==> config.mk <==
export PLATFORM = sky130hd
export DESIGN_NAME = tdm_demux4
export DESIGN_NICKNAME = d
export VERILOG_FILES = /design/src/rtl/tdm_demux4.sv
export SDC_FILE = /design/constraint.sdc
export NUM_CORES = 1
export LEC_CHECK = 0
export BUFFER_PORTS_ARGS = -buffer_cell sky130_fd_sc_hd__buf_2
export CAP_MARGIN = 10
export CORE_UTILIZATION = 31
export DETAILED_ROUTE_END_ITERATION = 7
export GPL_TIMING_DRIVEN = 0
export SLEW_MARGIN = 10
export SYNTH_ARGS = -nofsm -noshare
export SYNTH_HDL_FRONTEND = slang
export SYNTH_SLANG_ARGS = --single-unit
==> constraint.sdc <==
create_clock -name clk -period 1.9 [get_ports clk]
set_input_delay 0.285 -clock clk [delete_from_list [all_inputs] [get_ports clk]]
set_output_delay 0.285 -clock clk [all_outputs]
set_load 0.02 [all_outputs]
==> src/rtl/tdm_demux4.sv <==
// tdm_demux4: reassembles a 4-slot TDM stream into a parallel frame, locking on sof
module tdm_demux4 #(
  parameter int W = 1
) (
  input  logic           clk,
  input  logic           rst,
  input  logic [W-1:0]   din,
  input  logic           din_valid,
  input  logic           sof,
  output logic [4*W-1:0] y,
  output logic           frame_valid,
  output logic [1:0]     slot,
  output logic           locked,
  output logic           sync_err
);
  typedef enum logic {HUNT, RUN} state_t;
  state_t state;
  logic [W-1:0] sh0, sh1, sh2;
  always_ff @(posedge clk) begin
    if (rst) begin
      state       <= HUNT;
      slot        <= 2'd0;
      locked      <= 1'b0;
      y           <= '0;
      frame_valid <= 1'b0;
      sync_err    <= 1'b0;
      sh0         <= '0;
      sh1         <= '0;
      sh2         <= '0;
    end else begin
      frame_valid <= 1'b0;
      sync_err    <= 1'b0;
      // slot is always 0 while hunting, so a hunting sof beat is an ordinary slot-0 beat
      if (din_valid && (state == RUN || sof)) begin
        state  <= RUN;
        locked <= 1'b1;
        if (sof && slot != 2'd0) begin
          sync_err <= 1'b1;
          sh0      <= din;
          slot     <= 2'd1;
        end else begin
          slot <= slot + 2'd1;
          if (slot == 2'd0) sh0 <= din;
          if (slot == 2'd1) sh1 <= din;
          if (slot == 2'd2) sh2 <= din;
          if (slot == 2'd3) begin
            y           <= {din, sh2, sh1, sh0};
            frame_valid <= 1'b1;
          end
        end
      end
    end
  end
endmodule

==> flow_summary.yaml <==
setup_path:
  worstSetupPathType: "reg -> reg"
  start_kind: "flop"
  startpoint: "slot[0]"
  r2r_start: "slot[0]"
  required_ns: 2.06
  r2r_end: "y[3]"
  critPathMaxFanout: 6
  arrival_ns: 1.74
  cp-end-kind: "flop"
  crit_end: "y[3]"
  rrSetupSlack_ns: 0.32
  rr_worst_depth: 6
floorplan:
  core_area_mm2: 0.00158
  die_area_mm2: 0.00192
  ios: 14
  num_rows: 14
  die_h_um: 43.8
  chipWidth_um: 43.8
  start_util: 0.344
routing:
  wl_per_cell_um: 11.0
  vias_per_cell: 4.80
  antenna_left: 0
  routed_wl_um: 921
  drcViolationCount: 0
  first_pass_iters: 2
  drt-initial-drc-count: 2
  vias: 403
yosys:
  synthAdderAreaFrac: 0.0924
  yosysWarnings: 0
  yosys.area_share.xor_xnor: 0
  synth_compound_area_frac: 0.0647
  ys_top_cells_by_area: "dfxtp_1 44%, mux2i_1 13%, ha_1 9.2%"
  synth.largest_area_cell: "dfxtp_1"
  synth.yosys.seq_area_share: 0.443
  syn_inst: 52
  syn_area_per_cell_um2: 10.4
  syn_area_um2: 542
  netlist.area_leader.share: 0.443
  yosys.area_share.simple: 0.194
  synthesis.nets: 61
  synth_top_family_by_area: "simple AND/OR/NAND/NOR gates"
  ys_ff_latch: 12
  ys_types: 16
  synthMuxAreaShare: 0.157
clocking:
  htree_levels: 1
  root_buffer: "clkbuf_4"
  clk_pin_slew_ns: 0.08
  cts_hold_buffers: 0
  worstSkewPairLatency_ns: 0.27
  post-cts-setup-buffer-count: 0
  clock_sinks: 12
  cts_resized: 0
  numCtsBuffers: 3
  cts_tree: "built"
  clk_path_buf_depth: 2
timing:
  fin_tns_setup_ns: 0
  hold_viol_final: 0
  fin_hold_ws_ns: 0.301
  report.final.slew_viol_count: 0
  grt_setup_unrepaired: "no"
  setup_slack_ns: 0.323
  tightest_slew_ns: 0.380
  max_freq_ghz: 0.634
  setup_viol_count_final: 0
  fin_worst_skew_ns: 0.000361
  fin_crit_sh: 0.830
  slew_headroom: 0.747
  fin_crit_ns: 1.58
placed_design:
  port_buffers: 12
  place.gp.congestion: 0.726
  dp_slack_ns: 0.348
  detailed_place_hpwl_um: 670
min_path:
  worstHoldStart: "sof"
  min_path_type: "in -> reg"
job:
  cap_violations: 0
layout:
  drive_gt1_frac: 0.279
  mostFrequentLayoutCells: "12 x dfxtp_1, 12 x buf_2, 8 x nand2b_1"
  n_antenna_cell: 0
  nets: 78
  area_growth_pct: 21.5
power_and_ir_drop:
  powerDensity_mw_per_mm2: 803
  ir_worst_vdd_v: 0.000402
  p_leak_nw: 0.308
  total_power_mw: 0.529
grt:
  antenna_found_initial: 0
  track_usage: 0.112
  overflow: 0
  first_global_vias: 356
  grt_pass1_wl_um: 1500
  grt_max_degree: 11
outcome:
  outcome: "finished, final reports clean"
## metrics by stage
step                instance area (µm²)  utilization  std cells
floorplan                           542            -         52
global placement                    622        0.394         80
detailed placement                  622        0.394         80
CTS                                 658        0.417         84
global route                        658        0.417         84
finish                              658        0.417         84
## flip-flops by register name (all words and copies together) (netlist names)
signal       flops
sh1              1
sh2              1
frame_valid      1
sync_err         1
sh0              1
slot             2
state            1
y                4
## layer usage
layer | vias up | GRT usage | share of wire
li1 | 209 | - | -
met1 | 184 | 0.122 | 0.45
met2 | 6 | 0.173 | 0.50
met3 | 4 | 0.0375 | 0.023
met4 | 0 | 0.0938 | 0.029
met5 | - | 0 | 0
## Yosys cell counts, drive strengths merged
| cell | n |
|---|---|
| dfxtp | 12 |
| nand2b | 8 |
| mux2i | 7 |
| nor2 | 5 |
| ha | 4 |
| nand3 | 3 |
| clkbuf | 2 |
| inv | 2 |
| o21ai | 2 |
| a311oi | 1 |
| a32oi | 1 |
| and3 | 1 |
| buf | 1 |
| mux2 | 1 |
| nor4bb | 1 |
| o21a | 1 |
## how the worst min path moves through the flow
stage / endpoint / slack, ns / cells after the start
2_1_floorplan: sync_err / 0.44 / 1
3_3_place_gp: y[2] / 0.46 / 2
3_5_place_dp: y[3] / 0.47 / 2
4_1_cts: sync_err / 0.29 / 2
5_1_grt: sync_err / 0.29 / 2
6_report: sync_err / 0.30 / 2
## worst max-delay path, stage by stage, from the launching register on
cell and delay [ns]:
dfxtp_1 0.43, inv_1 0.09, ha_1 0.23, mux2_4 0.30, and3_4 0.19, buf_6 0.12
mux2i_1 0.11
## layout make-up
cell class              count  area, µm²
flip-flops and latches     12        240
multi-input cells          35        275
inverters                   2       7.51
well taps                  16       20.0
fillers                   157        918
repair buffers             12       60.1
plain buffers               3       18.8
clock buffers               4       36.3
## cells by family after synthesis
| family | after synthesis |
|---|---|
| AO/OA/AOI/OAI | 5 |
| adder cells (fa/ha/maj) | 4 |
| buffers and inverters | 5 |
| flip-flops | 12 |
| multiplexers | 8 |
| AND/OR/NAND/NOR | 18 |
## report_power, final
group | switching (mW) | total (mW) | internal [mW]
Clock | 0.0892 | 0.206 | 0.116
Combinational | 0.0327 | 0.0577 | 0.0250
Sequential | 0.00676 | 0.265 | 0.259
(Power assumes the default switching activity.)
